### src/rtl/riscv_pkg.sv
// ============================================================================
//  Module   : riscv_pkg
//  Brief    : Shared constants and response-tag type for the data-memory
//             arbiter of riscv_core.
//  Revision : 1.0  initial release
// ============================================================================
`default_nettype none

package riscv_pkg;

   // Requester indices as seen on the arbiter's winner select
   localparam logic PORT_CORE = 1'b0;
   localparam logic PORT_HOST = 1'b1;

   // Byte-enable width of the 32-bit data path
   localparam int WSTRB_W = 4;

   // Tag captured on every grant, consumed one cycle later to route the
   // response back to its requester
   typedef struct packed {
      logic valid;
      logic port;
      logic err;
      logic was_read;
   } rsp_tag_t;

   // RAM byte enables for an access: reads never write
   function automatic logic [WSTRB_W-1:0] we_mask(input logic          we,
                                                  input logic [WSTRB_W-1:0] strb);
      return we ? strb : '0;
   endfunction

endpackage

`default_nettype wire

### src/rtl/dmem_arbiter_if.sv
// ============================================================================
//  Module   : dmem_arbiter_if
//  Brief    : Requester-side bus of the data-memory arbiter: port 0 (core
//             LSU) and port 1 (host/loader), request and response signals.
//  Revision : 1.0  initial release
// ============================================================================
`default_nettype none

interface dmem_arbiter_if #(
   parameter int ADDR_W = 12
) ();
   import riscv_pkg::*;

   // Port 0: core load/store unit
   logic                p0_req;
   logic                p0_we;
   logic [ADDR_W-1:0]   p0_addr;
   logic [31:0]         p0_wdata;
   logic [WSTRB_W-1:0]  p0_wstrb;
   logic                p0_gnt;
   logic                p0_rvalid;
   logic [31:0]         p0_rdata;
   logic                p0_rerr;

   // Port 1: host / loader
   logic                p1_req;
   logic                p1_we;
   logic [ADDR_W-1:0]   p1_addr;
   logic [31:0]         p1_wdata;
   logic [WSTRB_W-1:0]  p1_wstrb;
   logic                p1_gnt;
   logic                p1_rvalid;
   logic [31:0]         p1_rdata;
   logic                p1_rerr;

   // Requesters drive the access, observe grant and response
   modport master (
      output p0_req, p0_we, p0_addr, p0_wdata, p0_wstrb,
      output p1_req, p1_we, p1_addr, p1_wdata, p1_wstrb,
      input  p0_gnt, p0_rvalid, p0_rdata, p0_rerr,
      input  p1_gnt, p1_rvalid, p1_rdata, p1_rerr
   );

   // The arbiter consumes requests, produces grant and response
   modport slave (
      input  p0_req, p0_we, p0_addr, p0_wdata, p0_wstrb,
      input  p1_req, p1_we, p1_addr, p1_wdata, p1_wstrb,
      output p0_gnt, p0_rvalid, p0_rdata, p0_rerr,
      output p1_gnt, p1_rvalid, p1_rdata, p1_rerr
   );

endinterface

`default_nettype wire

### src/rtl/dmem_arb_pick.sv
// ============================================================================
//  Module   : dmem_arb_pick
//  Brief    : Combinational winner selection. Port 0 has fixed priority
//             unless the starvation-force flag hands the slot to port 1.
//  Revision : 1.0  initial release
// ============================================================================
`default_nettype none

module dmem_arb_pick
   import riscv_pkg::*;
(
   input  wire logic i_req0,
   input  wire logic i_req1,
   input  wire logic i_force,
   output logic      o_win,
   output logic      o_valid
);

   // Forced port 1 first, then port 0, then port 1
   always_comb begin
      o_win   = PORT_CORE;
      o_valid = 1'b0;
      if (i_force && i_req1) begin
         o_win   = PORT_HOST;
         o_valid = 1'b1;
      end else if (i_req0) begin
         o_win   = PORT_CORE;
         o_valid = 1'b1;
      end else if (i_req1) begin
         o_win   = PORT_HOST;
         o_valid = 1'b1;
      end
   end

endmodule

`default_nettype wire

### src/rtl/dmem_arbiter.sv
// ============================================================================
//  Module   : dmem_arbiter
//  Brief    : Two-requester arbiter for the single-port synchronous data RAM
//             of riscv_core. One access per cycle, zero-latency grant,
//             one-cycle response routed back to the issuing port.
//             Out-of-range addresses are answered with rerr and never reach
//             the RAM.
//  Options  : DMEM_ARB_STARVE_GUARD_EN - after STARVE_LIMIT consecutive
//             denials port 1 is forced to win the next arbitration.
//  Revision : 1.0  initial release
// ============================================================================
`default_nettype none

module dmem_arbiter
   import riscv_pkg::*;
#(
   parameter int ADDR_W       = 12,
   parameter int DEPTH        = 4096,
   parameter int STARVE_LIMIT = 8
) (
   input  wire logic           clk,
   input  wire logic           rst,        // asynchronous, active low
   dmem_arbiter_if.slave       bus,
   output logic                mem_en,
   output logic [WSTRB_W-1:0]  mem_we,
   output logic [ADDR_W-1:0]   mem_addr,
   output logic [31:0]         mem_wdata,
   input  wire logic [31:0]    mem_rdata
);

   // One extra bit so DEPTH == 2**ADDR_W stays representable
   localparam logic [ADDR_W:0] c_DEPTH = (ADDR_W+1)'(DEPTH);

   logic                w_force;
   logic                w_win;
   logic                w_valid;
   logic                w_grant;
   logic                w_we;
   logic [ADDR_W-1:0]   w_addr;
   logic [31:0]         w_wdata;
   logic [WSTRB_W-1:0]  w_wstrb;
   logic                w_in_range;
   logic                w_rd_ok;
   logic [31:0]         w_rdata;
   rsp_tag_t            r_rsp;

   dmem_arb_pick u_pick (
      .i_req0  (bus.p0_req),
      .i_req1  (bus.p1_req),
      .i_force (w_force),
      .o_win   (w_win),
      .o_valid (w_valid)
   );

   // No access is accepted while reset is held
   assign w_grant    = w_valid & rst;
   assign bus.p0_gnt = w_grant & (w_win == PORT_CORE);
   assign bus.p1_gnt = w_grant & (w_win == PORT_HOST);

   // Route the winning requester's access fields
   always_comb begin
      w_we    = bus.p0_we;
      w_addr  = bus.p0_addr;
      w_wdata = bus.p0_wdata;
      w_wstrb = bus.p0_wstrb;
      if (w_win == PORT_HOST) begin
         w_we    = bus.p1_we;
         w_addr  = bus.p1_addr;
         w_wdata = bus.p1_wdata;
         w_wstrb = bus.p1_wstrb;
      end
   end

   assign w_in_range = ({1'b0, w_addr} < c_DEPTH);

   // Drive the RAM only for granted in-range accesses; idle bus is all zero
   always_comb begin
      mem_en    = 1'b0;
      mem_we    = '0;
      mem_addr  = '0;
      mem_wdata = '0;
      if (w_grant) begin
         mem_addr  = w_addr;
         mem_wdata = w_wdata;
         if (w_in_range) begin
            mem_en = 1'b1;
            mem_we = we_mask(w_we, w_wstrb);
         end
      end
   end

   // Capture the response tag on every grant; an idle cycle clears it
   always_ff @(posedge clk or negedge rst) begin
      if (!rst) begin
         r_rsp <= '0;
      end else if (w_grant) begin
         r_rsp <= {1'b1, w_win, ~w_in_range, ~w_we};
      end else begin
         r_rsp <= '0;
      end
   end

   // RAM data is only meaningful for in-range reads
   assign w_rd_ok = r_rsp.valid & ~r_rsp.err & r_rsp.was_read;
   assign w_rdata = w_rd_ok ? mem_rdata : 32'h0;

   assign bus.p0_rvalid = r_rsp.valid & (r_rsp.port == PORT_CORE);
   assign bus.p1_rvalid = r_rsp.valid & (r_rsp.port == PORT_HOST);
   assign bus.p0_rerr   = bus.p0_rvalid & r_rsp.err;
   assign bus.p1_rerr   = bus.p1_rvalid & r_rsp.err;
   assign bus.p0_rdata  = bus.p0_rvalid ? w_rdata : 32'h0;
   assign bus.p1_rdata  = bus.p1_rvalid ? w_rdata : 32'h0;

`ifdef DMEM_ARB_STARVE_GUARD_EN
   localparam int                 c_CNT_W = $clog2(STARVE_LIMIT + 1);
   localparam logic [c_CNT_W-1:0] c_LIMIT = c_CNT_W'(STARVE_LIMIT);

   logic [c_CNT_W-1:0] r_starve_cnt;

   // Count consecutive denials of a pending port 1 request, saturating
   always_ff @(posedge clk or negedge rst) begin
      if (!rst) begin
         r_starve_cnt <= '0;
      end else if (!bus.p1_req || (w_grant && (w_win == PORT_HOST))) begin
         r_starve_cnt <= '0;
      end else if (r_starve_cnt != c_LIMIT) begin
         r_starve_cnt <= r_starve_cnt + c_CNT_W'(1);
      end
   end

   assign w_force = (r_starve_cnt == c_LIMIT);
`else
   logic w_unused_starve;

   assign w_force         = 1'b0;
   assign w_unused_starve = |STARVE_LIMIT;
`endif

endmodule

`default_nettype wire
### src/flat_wrapper.sv
// flat-port wrapper written by rule: the top's interface ports become plain ports
module dmem_arbiter_flat import riscv_pkg::*;
#(
   parameter int ADDR_W       = 12,
   parameter int DEPTH        = 4096,
   parameter int STARVE_LIMIT = 8
)
  (clk, rst, mem_en, mem_we, mem_addr, mem_wdata, mem_rdata, bus_p0_req, bus_p0_we, bus_p0_addr, bus_p0_wdata, bus_p0_wstrb, bus_p1_req, bus_p1_we, bus_p1_addr, bus_p1_wdata, bus_p1_wstrb, bus_p0_gnt, bus_p0_rvalid, bus_p0_rdata, bus_p0_rerr, bus_p1_gnt, bus_p1_rvalid, bus_p1_rdata, bus_p1_rerr);
  dmem_arbiter_if #(.ADDR_W(ADDR_W)) bus_i ();
  input  wire logic clk;
  input  wire logic rst;
  output logic mem_en;
  output logic [WSTRB_W-1:0] mem_we;
  output logic [ADDR_W-1:0] mem_addr;
  output logic [31:0] mem_wdata;
  input  wire logic [31:0] mem_rdata;
  input wire logic [$bits(bus_i.p0_req)-1:0] bus_p0_req;
  input wire logic [$bits(bus_i.p0_we)-1:0] bus_p0_we;
  input wire logic [$bits(bus_i.p0_addr)-1:0] bus_p0_addr;
  input wire logic [$bits(bus_i.p0_wdata)-1:0] bus_p0_wdata;
  input wire logic [$bits(bus_i.p0_wstrb)-1:0] bus_p0_wstrb;
  input wire logic [$bits(bus_i.p1_req)-1:0] bus_p1_req;
  input wire logic [$bits(bus_i.p1_we)-1:0] bus_p1_we;
  input wire logic [$bits(bus_i.p1_addr)-1:0] bus_p1_addr;
  input wire logic [$bits(bus_i.p1_wdata)-1:0] bus_p1_wdata;
  input wire logic [$bits(bus_i.p1_wstrb)-1:0] bus_p1_wstrb;
  output wire logic [$bits(bus_i.p0_gnt)-1:0] bus_p0_gnt;
  output wire logic [$bits(bus_i.p0_rvalid)-1:0] bus_p0_rvalid;
  output wire logic [$bits(bus_i.p0_rdata)-1:0] bus_p0_rdata;
  output wire logic [$bits(bus_i.p0_rerr)-1:0] bus_p0_rerr;
  output wire logic [$bits(bus_i.p1_gnt)-1:0] bus_p1_gnt;
  output wire logic [$bits(bus_i.p1_rvalid)-1:0] bus_p1_rvalid;
  output wire logic [$bits(bus_i.p1_rdata)-1:0] bus_p1_rdata;
  output wire logic [$bits(bus_i.p1_rerr)-1:0] bus_p1_rerr;
  assign bus_i.p0_req = bus_p0_req;
  assign bus_i.p0_we = bus_p0_we;
  assign bus_i.p0_addr = bus_p0_addr;
  assign bus_i.p0_wdata = bus_p0_wdata;
  assign bus_i.p0_wstrb = bus_p0_wstrb;
  assign bus_i.p1_req = bus_p1_req;
  assign bus_i.p1_we = bus_p1_we;
  assign bus_i.p1_addr = bus_p1_addr;
  assign bus_i.p1_wdata = bus_p1_wdata;
  assign bus_i.p1_wstrb = bus_p1_wstrb;
  assign bus_p0_gnt = bus_i.p0_gnt;
  assign bus_p0_rvalid = bus_i.p0_rvalid;
  assign bus_p0_rdata = bus_i.p0_rdata;
  assign bus_p0_rerr = bus_i.p0_rerr;
  assign bus_p1_gnt = bus_i.p1_gnt;
  assign bus_p1_rvalid = bus_i.p1_rvalid;
  assign bus_p1_rdata = bus_i.p1_rdata;
  assign bus_p1_rerr = bus_i.p1_rerr;
  dmem_arbiter #(.ADDR_W(ADDR_W), .DEPTH(DEPTH), .STARVE_LIMIT(STARVE_LIMIT)) u_core (.clk(clk), .rst(rst), .bus(bus_i), .mem_en(mem_en), .mem_we(mem_we), .mem_addr(mem_addr), .mem_wdata(mem_wdata), .mem_rdata(mem_rdata));
endmodule
### config.mk
export PLATFORM = sky130hd
export DESIGN_NAME = dmem_arbiter_flat
export DESIGN_NICKNAME = d
export VERILOG_FILES = /design/src/rtl/riscv_pkg.sv /design/src/rtl/dmem_arbiter_if.sv /design/src/rtl/dmem_arb_pick.sv /design/src/rtl/dmem_arbiter.sv /design/src/flat_wrapper.sv
export SDC_FILE = /design/constraint.sdc
export NUM_CORES = 1
export LEC_CHECK = 0
export ABC_CLOCK_PERIOD_IN_PS = 1400
export BUFFER_PORTS_ARGS = -buffer_cell sky130_fd_sc_hd__buf_2
export CAP_MARGIN = 20
export CORE_AREA = 2 2 98 100
export CTS_CLUSTER_SIZE = 16
export DETAILED_ROUTE_END_ITERATION = 16
export DIE_AREA = 0 0 100 102
export SETUP_SLACK_MARGIN = 0.2
export SLEW_MARGIN = 20
export SYNTH_ARGS = -nofsm -noshare
export SYNTH_HDL_FRONTEND = slang
export SYNTH_SLANG_ARGS = --single-unit
### constraint.sdc
create_clock -name clk -period 1.4 [get_ports clk]
set_input_delay 0.35 -clock clk [delete_from_list [all_inputs] [get_ports clk]]
set_output_delay 0.35 -clock clk [all_outputs]
set_load 0.02 [all_outputs]
==> results.md <==
- Die footprint: 10,200 um^2
- Vias in the first global route: 2,172
- DP Area: 3149 um^2
- Post-synth top area cell: and2_1
- Grt ovf: 0
- Main synth FF type: dfrtp_1
- Critical Path RT: 1.05 ns
- CTS tree: done
- LEAKAGE: 0.002262 uW
- Max IR drop VDD: 196.3 uV
- Area contributors post-synth: and2_1, a22o_1, dfrtp_1, buf_8, a22o_2
- Final WS setup: -0.2590 ns
- CP Class: reg -> out
- Crit path capture type: output pin
- Syn avg cell area: 7.523 um^2
- Top reg by flops: u_core.r_rsp
- Clock sink count: 3
- HPWL after detailed placement: approximately 5800 um
- Std cell rows: 35
- Routability cong.: 0.7570
- FFs w/ async S/R, synth: 100.0%
- CP max-delay cell: dfrtp_1
- ANT nets after route: 0
- Drt pass-1 iters: 4
- FMAX: 602.8 MHz
- IO Pins: 253
- Die height: 102 um
- Endpoints failing setup: 115
- Final wirelength: 7806 um
- First-pass GRT wire length: around 10,000 um
- Largest fanout on the critical path: 12
- Max FFs per register: 3
- Min Tclk post-route: 1.659 ns
- Slew Limit Fails: 0
- Area of the multi-input gates: between 1500 and 2000 um^2
- H-tree depth: 1
- Arr. time, crit path: 1.31 ns
- Antenna violations before repair: 0
- Synth cell types: 21
- Initial DRC count: 25
- Final #Nets: approximately 560
- CTS Buf Count: 3
- Reg clk slew, reported paths: roughly 0.03 ns
- Vias/cell: 4.248
- Core area: 9109 um^2
- Share of layout cells above drive strength 1: 94.79%
- Synth-to-Final Area Change: 257.4%
- Power Total: 1390 uW
- CTS Root Cell: clkbuf_8
- Flip-flop and latch count after synthesis: 3
- Clock Path Buffers: 2
- Post-synthesis sequential area ratio: 6.438%
- Mapped Cells: 155
- Top-count cell post-synth: and2_1
- Crit-path max cell delay: 0.41 ns
- Failing checks: negative setup slack
- Total GRT Usage: 12.70%
- Syn Std Cell Area: 1166 um^2
- Total number of vias: 2,264
- Post-CTS Hold Buffers: 0
- Drt wl/cell: around 15 um
- Die Wd: 100 um
- Ys Warns: 0
- Biggest regs: u_core.r_rsp x3
- Worst setup SP type: register
- Filler Cells Inserted: 842
- Final period util: 118.5%
- Fin. Hold Viols: 0
- Top cells by count, synth: and2_1, a22o_1, nor2_1, clkbuf_1
- Post-route cell area: 4168 um^2
- Status: finished with violations
- Unrepaired setup endpoints after global routing: yes
- Hold Path Class: in -> async
- Initial Util: between 10% and 20%
- Buffers added on ports: 250
- Number of flops mapped to enable cells by yosys: 0
- Max Cap Viol: 0
- Post-synth top area share: 35.41%
- Largest net degree at the start of global routing: 33
- Residual DRC count: 0
- N_diodes: 0
- Cells along the critical path: and3_4 > clkbuf_16 > and2_4 > buf_6
- Pwr Density: 333.4 nW/um^2
- Register area: 75.07 um^2
-- power by group --
group / switching (uW) / internal, uW
sequential: 4.07 / 91.9
combinational: 451 / 591
clock: 57.0 / 194
total: 512 / 877
-- worst max-delay path: cells and delay by family, from the launching register on --
family                 cells  cell delay [ns]
flip-flops                 1             0.41
buffers and inverters      2             0.29
AND/OR/NAND/NOR            2             0.39
-- layer usage --
metal  GRT usage [%]  wire [um]  vias to the layer above
met5               0          0                        -
met4           2.529         29                        0
met3           2.052        631                        4
met2           26.87       4582                      146
met1           12.94       2563                     1029
li1                -          -                     1085
-- placed cells by master, fill, tap and decap left out --
master	instances
and2_1	3
inv_2	1
nor2b_1	1
mux2i_2	1
and4b_1	1
buf_16	2
and2_4	63
buf_6	116
buf_4	20
nor2b_4	1
nor2_1	2
conb_1	2
a22o_4	39
clkbuf_8	3
nand2_2	1
and3_4	1
nor2_8	1
a31oi_4	1
nor2_4	3
clkbuf_1	1
nor2_2	4
buf_12	4
buf_2	130
clkbuf_16	2
a22o_1	5
dfrtp_1	3
a21oi_1	1
buf_8	6
nand2b_4	1
mux2i_1	3
-- area by class of cell --
type,instances,share of cell area [%]
timing repair buffer,280,57.16
inverter,1,0.09006
sequential,3,1.801
tap,111,3.332
multi-input combinational,134,36.54
clock buffer,4,1.081
-- worst max-delay path by stage --
stage	startpoint	end	cells after the start
2_1_floorplan	rst	mem_addr[10]	4
3_3_place_gp	rst	mem_addr[10]	5
3_5_place_dp	rst	mem_wdata[30]	5
4_1_cts	bus_p0_req	mem_wdata[30]	6
5_1_grt	u_core.r_rsp[2]$_DFF_PN0_	bus_p1_rdata[28]	4
6_report	u_core.r_rsp[2]$_DFF_PN0_	bus_p1_rdata[24]	4
-- per-stage QoR --
step / hold slack [ns] / setup slack [ns] / utilization (%) / setup TNS (ns) / std cells
after floorplan: 0.05441 / -0.05099 / - / -1.888 / 156
after global placement: 0.2753 / -0.2618 / 34.57 / -12.12 / 518
after detailed placement: 0.2814 / -0.2710 / 34.57 / -12.78 / 518
after CTS: 0.09272 / -0.2435 / 41.54 / -23.92 / 528
after global routing: 0.09394 / -0.3070 / 45.76 / -29.20 / 533
final: 0.09351 / -0.2590 / 45.76 / -23.09 / 533
-- cell families (layout without fill, tap and decap cells) --
kind of cell | after synthesis | in the layout | synth area share [%]
other | 1 | 2 | 0.3216
buffers and inverters | 19 | 285 | 12.02
muxes | 4 | 4 | 3.434
AOI/OAI and AO/OA | 46 | 46 | 34.44
DFF | 3 | 3 | 6.438
and+or+nand+nor | 82 | 82 | 43.35
-- timing repair --
action,in CTS,in global routing
setup endpoints to repair,117,117
pin swaps,8,9
cloned,2,2
resized for setup,163,98
setup buffers,4,3
Power figures use the tool's default switching activity.
